File: src/rtl/data_lsu.sv
// data_lsu: load/store unit between the core pipeline and a data bus with a
// request/grant phase and a separate read-response phase. One transaction is
// in flight at a time (IDLE -> REQ -> [WAIT] -> IDLE).
//
// Ports:
//   clk, rst_n              clock (rising edge), synchronous active-low reset
//   lsu_valid_in/_ready_o   pipeline request handshake (ready only in IDLE)
//   lsu_we_in, lsu_size_in  store flag, access size (00 byte, 01 half, 10 word)
//   lsu_unsigned_in         zero-extend loads instead of sign-extend
//   lsu_add_in, lsu_wdata_in, rd_in   byte address, store data, load tag
//   data_req_o .. data_rd_o bus request side, all driven from registers
//   data_gnt_in, data_rvalid_in, data_rdata_in, data_rd_in   bus response side
//   wb_valid_o, wb_rd_o, wb_data_o    one-cycle load writeback
//   err_o                   one-cycle pulse on misalignment (or timeout)
//
// Optional feature: define LSU_TIMEOUT_EN to abandon a transaction that sees
// no grant / no read response within 16 cycles of entering REQ or WAIT.
module data_lsu (
  input  logic        clk,
  input  logic        rst_n,
  input  logic        lsu_valid_in,
  output logic        lsu_ready_o,
  input  logic        lsu_we_in,
  input  logic [1:0]  lsu_size_in,
  input  logic        lsu_unsigned_in,
  input  logic [31:0] lsu_add_in,
  input  logic [31:0] lsu_wdata_in,
  input  logic [4:0]  rd_in,
  output logic        data_req_o,
  output logic        data_we_o,
  output logic [31:0] data_add_o,
  output logic [31:0] data_wdata_o,
  output logic [3:0]  data_be_o,
  output logic [4:0]  data_rd_o,
  input  logic        data_gnt_in,
  input  logic        data_rvalid_in,
  input  logic [31:0] data_rdata_in,
  input  logic [4:0]  data_rd_in,
  output logic        wb_valid_o,
  output logic [4:0]  wb_rd_o,
  output logic [31:0] wb_data_o,
  output logic        err_o
);

  typedef enum logic [1:0] {IDLE = 2'b00, REQ = 2'b01, WAIT = 2'b10} state_t;

  state_t      state_r;
  logic [1:0]  size_r;
  logic        unsigned_r;
  logic        misaligned_s;
  logic [31:0] load_data_s;
  logic        unused_s;
`ifdef LSU_TIMEOUT_EN
  logic [3:0]  tmo_cnt_r;
`endif

  // Byte-enable code for the bus; this is the bus's own encoding, not a lane mask.
  function automatic logic [3:0] calc_be(input logic [1:0] size, input logic [1:0] off);
    logic [3:0] be;
    case (size)
      2'b00: begin
        case (off)
          2'b00:   be = 4'b1000;
          2'b01:   be = 4'b1001;
          2'b10:   be = 4'b1010;
          default: be = 4'b1100;
        endcase
      end
      2'b01:   be = off[1] ? 4'b0011 : 4'b0010;
      default: be = 4'b0001;
    endcase
    return be;
  endfunction

  // Store data is replicated so the addressed lane always carries it.
  function automatic logic [31:0] calc_wdata(input logic [1:0] size, input logic [31:0] wd);
    logic [31:0] r;
    case (size)
      2'b00:   r = {4{wd[7:0]}};
      2'b01:   r = {2{wd[15:0]}};
      default: r = wd;
    endcase
    return r;
  endfunction

  // Select the addressed lane of the read data and extend it to 32 bits.
  function automatic logic [31:0] load_extend(input logic [31:0] rdata, input logic [1:0] size,
                                              input logic [1:0] off, input logic uns);
    logic [7:0]  b;
    logic [15:0] h;
    logic [31:0] r;
    case (off)
      2'b00:   b = rdata[7:0];
      2'b01:   b = rdata[15:8];
      2'b10:   b = rdata[23:16];
      default: b = rdata[31:24];
    endcase
    h = off[1] ? rdata[31:16] : rdata[15:0];
    case (size)
      2'b00:   r = uns ? {24'h000000, b} : {{24{b[7]}}, b};
      2'b01:   r = uns ? {16'h0000, h} : {{16{h[15]}}, h};
      default: r = rdata;
    endcase
    return r;
  endfunction

  // Size code 11 is handled as a word everywhere.
  assign misaligned_s = ((lsu_size_in == 2'b01) && lsu_add_in[0]) ||
                        (lsu_size_in[1] && (lsu_add_in[1:0] != 2'b00));
  assign load_data_s  = load_extend(data_rdata_in, size_r, data_add_o[1:0], unsigned_r);
  assign lsu_ready_o  = (state_r == IDLE);
  // The response tag is not needed: only one transaction can be outstanding.
  assign unused_s     = ^data_rd_in;

  // Transaction FSM; every bus and writeback output is a register written here.
  always_ff @(posedge clk) begin
    if (!rst_n) begin
      state_r      <= IDLE;
      size_r       <= 2'b00;
      unsigned_r   <= 1'b0;
      data_req_o   <= 1'b0;
      data_we_o    <= 1'b0;
      data_add_o   <= 32'h0000_0000;
      data_wdata_o <= 32'h0000_0000;
      data_be_o    <= 4'b0000;
      data_rd_o    <= 5'd0;
      wb_valid_o   <= 1'b0;
      wb_rd_o      <= 5'd0;
      wb_data_o    <= 32'h0000_0000;
      err_o        <= 1'b0;
`ifdef LSU_TIMEOUT_EN
      tmo_cnt_r    <= 4'd0;
`endif
    end else begin
      wb_valid_o <= 1'b0;
      err_o      <= 1'b0;
      case (state_r)
        IDLE: begin
          if (lsu_valid_in) begin
            if (misaligned_s) begin
              err_o <= 1'b1;
            end else begin
              state_r      <= REQ;
              data_req_o   <= 1'b1;
              data_we_o    <= lsu_we_in;
              data_add_o   <= lsu_add_in;
              data_wdata_o <= calc_wdata(lsu_size_in, lsu_wdata_in);
              data_be_o    <= calc_be(lsu_size_in, lsu_add_in[1:0]);
              data_rd_o    <= rd_in;
              size_r       <= lsu_size_in;
              unsigned_r   <= lsu_unsigned_in;
`ifdef LSU_TIMEOUT_EN
              tmo_cnt_r    <= 4'd0;
`endif
            end
          end
        end
        REQ: begin
          if (data_gnt_in) begin
            data_req_o <= 1'b0;
            if (data_we_o) begin
              state_r <= IDLE;
            end else if (data_rvalid_in) begin
              // Grant and read data in the same cycle: skip WAIT.
              state_r    <= IDLE;
              wb_valid_o <= 1'b1;
              wb_rd_o    <= data_rd_o;
              wb_data_o  <= load_data_s;
            end else begin
              state_r <= WAIT;
`ifdef LSU_TIMEOUT_EN
              tmo_cnt_r <= 4'd0;
`endif
            end
          end
`ifdef LSU_TIMEOUT_EN
          else if (tmo_cnt_r == 4'd15) begin
            state_r    <= IDLE;
            data_req_o <= 1'b0;
            err_o      <= 1'b1;
          end else begin
            tmo_cnt_r <= tmo_cnt_r + 4'd1;
          end
`endif
        end
        WAIT: begin
          if (data_rvalid_in) begin
            state_r    <= IDLE;
            wb_valid_o <= 1'b1;
            wb_rd_o    <= data_rd_o;
            wb_data_o  <= load_data_s;
          end
`ifdef LSU_TIMEOUT_EN
          else if (tmo_cnt_r == 4'd15) begin
            state_r <= IDLE;
            err_o   <= 1'b1;
          end else begin
            tmo_cnt_r <= tmo_cnt_r + 4'd1;
          end
`endif
        end
        default: begin
          state_r    <= IDLE;
          data_req_o <= 1'b0;
        end
      endcase
    end
  end

endmodule

File: config.mk
export PLATFORM = sky130hd
export DESIGN_NAME = data_lsu
export DESIGN_NICKNAME = d
export VERILOG_FILES = /design/src/rtl/data_lsu.sv
export SDC_FILE = /design/constraint.sdc
export NUM_CORES = 1
export LEC_CHECK = 0
export BUFFER_PORTS_ARGS = -buffer_cell sky130_fd_sc_hd__buf_2
export CORE_UTILIZATION = 48
export DETAILED_ROUTE_END_ITERATION = 7
export PLACE_DENSITY_LB_ADDON = 0.1
export REMOVE_ABC_BUFFERS = 1
export SYNTH_ARGS = -nofsm -noshare
export SYNTH_HDL_FRONTEND = slang
export SYNTH_SLANG_ARGS = --single-unit
File: constraint.sdc
create_clock -name clk -period 2.2 [get_ports clk]
set_clock_uncertainty 0.1 [all_clocks]
set_input_delay 0.44 -clock clk [delete_from_list [all_inputs] [get_ports clk]]
set_output_delay 0.44 -clock clk [all_outputs]
set_load 0.01 [all_outputs]
# After elaboration in Yosys (flattened, before gate mapping)
# Index checks and enable logic that the tools add are counted.
[op_classes]
n_eq_ne = 13
n_mux = 33
bitwise_logic = 2
n_reduce_logical = 15
[op_table]
columns = ["cell", "n"]
rows = [
  ["$pmux 32 s2", 3],
  ["$mux 32", 5],
  ["$pmux 8 s3", 1],
  ["$mux 16", 1],
  ["$mux 5", 3],
  ["$mux 2", 6],
  ["$eq 2x1->1 const B", 5],
  ["$logic_not 2->1", 5],
  ["$ne 2x2->1 const B", 5],
  ["$pmux 5 s2", 1],
  ["$pmux 3 s3", 1],
  ["$reduce_and 3->1", 3],
  ["$mux 1", 8],
  ["$pmux 4 s2", 1],
  ["$reduce_and 4->1", 2],
  ["$eq 2x2->1 const B", 3],
  ["$pmux 2 s3", 1],
  ["$reduce_bool 2->1", 2],
  ["$pmux 1 s3", 1],
  ["$logic_and 1x1->1", 2],
  ["$not 1->1", 2],
  ["$pmux 1 s2", 1],
  ["$logic_or 1x1->1", 1],
]
[word_totals]
ff_bits = 119
inputBits = 115
output_inout_bits = 115
word_cells = 76

# Logic depth before layout (Yosys ltp)
# Gate-level depths: netlist of the first run.
[depth]
word_depth = 8
depth_mapped = 9
ltp_nobuf = 6

# Worst setup path before layout of the first run
# No wires, ideal clock.
[synth_timing]
path_kind = "reg2reg"
start = "register data_add_o[1]"
end = "register wb_data_o[10]"
setup_ps = 120
t_arrival_ps = 1664
t_required_ps = 1980
slack_ps = 316
path_stages_with_launch = 6
n_path_buf = 1
synth_period_minus_slack_ps = 1884
cell_sequence = "dfxtp_1 > buf_6 > mux4_2 > a221o_4 > a221oi_2 > nor2_1"
[synth_between]
elab_chain_len = 8
word_cells_on_any_way = 12
classes_between = "2 x eq/ne; 9 x mux; 1 x reduce/logical"
[synth_rtl]
columns = ["element", "line", "rtl"]
rows = [
  ["start, declared", "31", "output logic [31:0] data_add_o,"],
  ["start signal, assigned", "146", "data_add_o <= lsu_add_in;"],
  ["$eq 2x2->1, or another cell as far along", "92", "case (off)"],
  ["$pmux 8 s3", "92", ""],
  ["$mux 32", "100", "2'b00: r = uns ? {24'h000000, b} : {{24{b[7]}}, b};"],
  ["$pmux 32 s2 (*)", "99", "case (size)"],
  ["$mux 32 (*)", "163, 187", ""],
  ["$mux 32", "161", "if (data_we_o) begin"],
  ["$mux 32", "159", "if (data_gnt_in) begin"],
  ["$pmux 32 s2 (*)", "137", "case (state_r)"],
  ["end signal, assigned", "168", "wb_data_o <= load_data_s;"],
  ["end signal, assigned", "191", "wb_data_o <= load_data_s;"],
  ["end, declared", "41", "output logic [31:0] wb_data_o,"],
]
# Mark *: on every way between the ends. The rest lies on a longest branch, timed or not. The select of a mux whose other input is x is not followed.
# A chain may end at the register's enable or synchronous reset.

# Worst setup path after layout of the first run
[layout_timing]
start = "register state_r[1]"
end = "register wb_data_o[10]"
[layout_between]
elab_chain_len = 3
word_cells_on_any_way = 7
classes_between = "4 x eq/ne; 1 x mux; 2 x reduce/logical"
[layout_rtl]
columns = ["element", "line", "rtl"]
rows = [
  ["start, declared", "47", "state_t state_r;"],
  ["start signal, assigned", "118", "state_r <= IDLE;"],
  ["start signal, assigned", "143", "state_r <= REQ;"],
  ["start signal, assigned", "162", "state_r <= IDLE;"],
  ["$eq 2x1->1 or $eq 2x2->1 (tied branches)", "137", ""],
  ["$ne 2x2->1 (no source line) or $reduce_bool 2->1 (tied branches)", "--", ""],
  ["$reduce_and 3->1 (no source line)", "--", ""],
]
# Parallel ways exist; a longest one is shown, timed or not.

==> results of run 1 <==
==> final cells by class <==
type / instances / area, um^2 / area share (%)
multi-input cells: 475 / 2630 / 36.6
flip-flops and latches: 119 / 2380 / 33.2
repair buffers: 251 / 1340 / 18.6
clock buffers: 19 / 432 / 6.01
clock inverters: 13 / 195 / 2.72
well taps: 136 / 170 / 2.37
inverters: 10 / 37.5 / 0.523
==> layer usage <==
metal / wire, um / part of all wire (%)
met1: 6390 / 41
met2: 7590 / 49
met3: 1280 / 8.3
met4: 237 / 1.5
met5: 0 / 0
==> sequential cells by signal, indices dropped and copies added, names as in the netlist <==
signal / flops
data_wdata_o: 32
data_req_o: 1
size_r: 2
data_be_o: 4
wb_valid_o: 1
err_o: 1
data_rd_o: 5
data_we_o: 1
data_add_o: 32
state_r: 2
wb_rd_o: 5
unsigned_r: 1
wb_data_o: 32
==> worst max path at each step <==
stage | end | cells after the start | slack [ns]
after floorplan | data_be_o[0] | 4 | -0.83
after global placement | wb_data_o[10] | 5 | 0.23
after detailed placement | wb_data_o[11] | 5 | 0.18
after CTS | wb_data_o[10] | 6 | 0.19
after global routing | wb_data_o[4] | 8 | 0.03
final | wb_data_o[10] | 6 | 0.20
==> Yosys cell counts, types with 8 or more instances <==
library cell,instances,area [um^2]
a21o_1,8,60.1
dfxtp_1,119,2380
inv_1,8,30.0
a211oi_1,25,188
nand2_1,168,631
nor2_1,28,105
nor2b_1,8,50.1
a21oi_1,97,485
o21ai_0,32,160
mux2i_1,20,200
nand3_1,17,85.1
a31o_2,8,70.1
a311oi_1,8,70.1
clkbuf_1,44,165
o21bai_1,16,120
==> tightest hold or removal path, cell delays in order <==
cell and delay [ns]:
buf_2 0.10, nand2_1 0.04, a21oi_1 0.05
==> per-stage QoR <==
step	setup WS (ns)	cell area [um^2]	hold WS, ns
final	0.200	7180	0.0608
after global routing	0.0290	7180	0.0268
after CTS	0.189	7180	0.0398
after detailed placement	0.182	6560	0.343
after global placement	0.231	6560	0.335
after floorplan	-0.827	5050	0.346
==> where the power goes <==
group | internal (W) | leakage (nW) | switching, W | total, W
Combinational | 0.000327 | 2.01 | 0.000467 | 0.000794
Sequential | 0.00227 | 0.969 | 0.0000607 | 0.00233
Clock | 0.00189 | 0.296 | 0.00104 | 0.00292
==> kinds of logic (layout without fill, tap and decap cells) <==
kind of cell / after synthesis / in the layout / synth area share (%)
muxes: 23 / 23 / 4.65
DFF: 119 / 119 / 45.2
AOI/OAI and AO/OA: 214 / 214 / 26.2
adders and majority gates: 3 / 3 / 0.712
buffers and inverters: 65 / 293 / 4.91
and+or+nand+nor: 235 / 235 / 18.3
==> flow_summary.toml, run 1 <==
[power_and_ir_drop]
finalPower_w = 0.00605
ir_drop_v = 0.000613
power_density_nw_per_um2 = 842
p_leak_nw = 3.27

[critical_path]
r2r-start = "state_r[1]"
r2r_end = "wb_data_o[10]"
cp_cell_sequence = "inv_1, ha_1, nand2b_1, a221o_4, a221oi_2, nor2_1"
startpoint_type = "register"
crit_start = "state_r[1]"
crit_fanout = 8
max_stage_delay_ns = 0.55
critPathTopFamily = "compound AO/OA/AOI/OAI gates"
reg2regPathDepth = 6
reg2reg_slack_ns = 0.20
path_class = "register to register"
crit_buf_inv = 1
end_kind = "register"
cp_slowest_cell = "a221o_4"
required_ns = 2.49
critPathArrivalTime_ns = 2.29

[routing]
first_pass_iters = 5
post-route-drc-count = 0
viasPerCell = 5.39
wl_um = 15500
avgRoutedWirePerCell_um = 15.2
route.vias.total = 5518
detail-route-antenna-nets = 0
first_iter_violations = 253

[sta]
slew_headroom_pct = 51.8
finalCritPeriodShare_pct = 90.9
finalHoldViolations = 0
finalSetupTns_ns = 0
rsz0062_at_grt = "false"
slew_viol_final = 0
fin_crit_ns = 2.00
setup_viol = 0
worst_pin_slew_ns = 0.722
max_freq_mhz = 500

[clocking]
ctsResizeCount = 0
cts_tree = "yes"
cts.path.max_buffers = 2
cts-root-buf = "clkbuf_8"
clock_latency_ns = 0.51
htree_num_levels = 4
clkTransAtPathRegs_ns = 0.06
cts_num_sinks = 119
cts_hold_buf = 0
postCtsSetupBuffers = 0
cts_buffers = 17

[global_routing]
gr-usage-met2_pct = 45.2
grt_max_degree = 77
grt.busiest_layer = "met2"
use_met3_pct = 10.0
grt_pass1_vias = 5084
overflow = 0
grt_pass1_wl_um = 24500
grtUsageTotal_pct = 27.2
globalRouteMet1Util_pct = 32.1
antenna_found_initial = 0

[die]
core_area_um2 = 10500
die_h_um = 107
rows = 37
die_area_um2 = 11400
initial_core_util_pct = 50.4
die_w_um = 107
io_pins = 230

[synth]
ys_seq_elements = 119
syn_area_per_cell_um2 = 8.00
syn_area_um2 = 5270
syn_inst = 659
synth.distinct_cells = 45
synth_flop_cell = "dfxtp_1"
synthArstFlopShare_pct = 0
yosysSeqAreaShare_pct = 45.2
synth_enable_flop_cells = 0
synth_warnings = 0

[finish]
nets = 992
diodes = 0
fin_util_pct = 68.7
area_delta_synth_final_pct = 36.3
layout_commonest_cell = "buf_2"
final_cells = 1023
drive_gt1_share_pct = 34.3
num-fill-cells = 919
final_cell_mix = "224 x buf_2, 168 x nand2_1, 119 x dfxtp_1, 97 x a21oi_1, 32 x o21ai_0"

[worst_hold_path]
holdPathEnd = "data_rd_o[3]"
hold_path_depth = 3
hp-start = "rd_in[3]"
hold_path.class = "input pin to register"

[placement]
gp_congestion = 0.865
place.port_buffers = 224
place_inst = 991
hpwl_um = 11000

[job]
drv_cap = 0

[outcome]
status = "completed"
No activity file was read; power rests on OpenSTA's default activity.
==> run 2, diff against run 1 <==
Settings changed: CORE_UTILIZATION 48 to 43, GPL_ROUTABILITY_DRIVEN from default to 0, RECOVER_POWER from default to 100.
Clock period 2.2 ns to 1.7 ns, I/O delays scaled along.
==> run 2 against run 1 <==
The run now ends with setup timing left; critical path depth shrank 2; register-to-register slack got worse by 0.31 ns; global-route usage decreased by 0.22 points; wire length increased by 23%; final cell count up 6.3%; first-iteration DRC count grew 53%; hold slack worse by 0.0063 ns; sequential share of layout area decreased by 6.0 points; count of clock-buffer cells in the layout up 1; critical endpoint is now wb_data_o[9].
==> flow_summary.toml, run 2 (same netlist as run 1, synthesis figures left out) <==
[outcome]
status = "finished with violations"
violations = "setup timing"

[die]
die_area_um2 = 12700
die_h_um = 113
core_area_um2 = 12000
initial_core_util_pct = 44.1
io_pins = 230
die_w_um = 113
rows = 40

[critical_path]
startpoint_type = "register"
critPathArrivalTime_ns = 2.02
r2r-start = "data_add_o[1]"
required_ns = 1.91
end_kind = "register"
path_class = "register to register"
crit_start = "data_add_o[1]"
reg2regPathDepth = 4
crit_fanout = 8

[global_routing]
grt_max_degree = 55
grt_pass1_wl_um = 26800
grt_pass1_vias = 5404
antenna_found_initial = 0
overflow = 0
grtUsageTotal_pct = 27.0

[power_and_ir_drop]
power_density_nw_per_um2 = 997
p_leak_nw = 4.04
ir_drop_v = 0.00103

[finish]
final_cell_area_um2 = 8790
num-fill-cells = 846
final_cell_mix = "224 x buf_2, 116 x nand2_1, 116 x dfxtp_1, 49 x a21oi_2, 47 x a21oi_1"
ff_latch_area_um2 = 2390
diodes = 0
final_cells = 1087
area_delta_synth_final_pct = 66.9
layout_commonest_cell = "buf_2"
multiInputGateArea_um2 = 3350
top_regs = "data_add_o (32), data_wdata_o (32), wb_data_o (32)"
fin_util_pct = 73.5
drive_gt1_share_pct = 53.1
nets = 1045

[clocking]
cts_buffers = 17
cts_num_sinks = 119
clkTransAtPathRegs_ns = 0.06
cts.path.max_buffers = 2
cts-root-buf = "clkbuf_16"
htree_num_levels = 4
clock_latency_ns = 0.42
cts_tree = "yes"

[routing]
wl_um = 19000
route.vias.total = 5914
first_iter_violations = 387
viasPerCell = 5.44
post-route-drc-count = 0
detail-route-antenna-nets = 0
avgRoutedWirePerCell_um = 17.5
first_pass_iters = 4

[placement]
place_inst = 1021
post-place-ws_ns = -0.340
dpl_cell_area_um2 = 6750
hpwl_um = 11300
place.port_buffers = 224

[worst_hold_path]
hold_path.class = "input pin to register"
hp-start = "rd_in[0]"
hold_path_depth = 3

[sta]
finalWorstSetupSlack_ns = -0.112
finalSetupTns_ns = -3.27
setup_viol = 86
finalCritPeriodShare_pct = 107
slew_viol_final = 0
finalHoldViolations = 0
worst_pin_slew_ns = 0.573
rsz0062_at_grt = "true"
max_freq_mhz = 552
slew_headroom_pct = 61.8
fin_crit_ns = 1.81

[job]
drv_cap = 0
-- run 2: cell count changes in the layout (fill, tap and decap cells not counted), sizes merged --
| cell | change |
|---|---|
| clkinvlp | -2 |
| and3b | +1 |
| clkinv | +1 |
| bufbuf | +2 |
| buf | +44 |
| clkbuf | +7 |
| inv | -2 |
| bufinv | +2 |
-- run 2: path summary, 6_finish.rpt --
kind / slack (ns) / to
worst max-delay path: -0.11 / wb_data_o[9]
worst min-delay path: 0.05 / data_rd_o[0]
worst max register to register: -0.11 / wb_data_o[9]
worst min register to register: 0.35 / wb_rd_o[3]
-- run 2: repair_timing --
item	4_1_cts	5_1_grt
resized for setup	49	190
pin swaps	26	82
buffers inserted	13	9
endpoints found under the setup margin	111	111
hold buffers	0	0
gates cloned	7	9
-- run 2: layout make-up --
class	instances	area share (%)
Tap cell	147	2.09
Clock inverter	12	2.50
Inverter	10	0.427
Sequential cell	119	27.1
Multi-Input combinational cell	476	38.1
Timing Repair Buffer	303	24.4
Clock buffer	20	5.31
-- run 2: worst max-delay path, cell delays in order, from the launching register on --
cell      delay, ns
dfxtp_2        0.35
mux4_2         0.53
a221o_4        0.45
a221oi_2       0.19
nor2_1         0.08
-- run 2: stage by stage --
stage / power, W / hold slack [ns]
detailed placement: 0.00415 / 0.345
floorplan: 0.00359 / 0.346
global placement: 0.00413 / 0.339
CTS: 0.00849 / 0.0445
global route: 0.00905 / 0.0450
finish: 0.00877 / 0.0545
-- run 2: report_power, final --
part / leakage, nW / internal (W) / switching, W
sequential: 0.970 / 0.00294 / 0.0000884
combinational: 2.73 / 0.000726 / 0.000842
clock: 0.336 / 0.00286 / 0.00131
total: 4.04 / 0.00653 / 0.00224
-- run 2: metal layers --
layer | GRT usage [%] | vias up | part of all wire (%)
li1 | - | 2837 | -
met1 | 31.4 | 2807 | 40
met2 | 46.0 | 232 | 51
met3 | 8.19 | 38 | 6.9
met4 | 11.5 | 0 | 2.6
met5 | 0 | - | 0
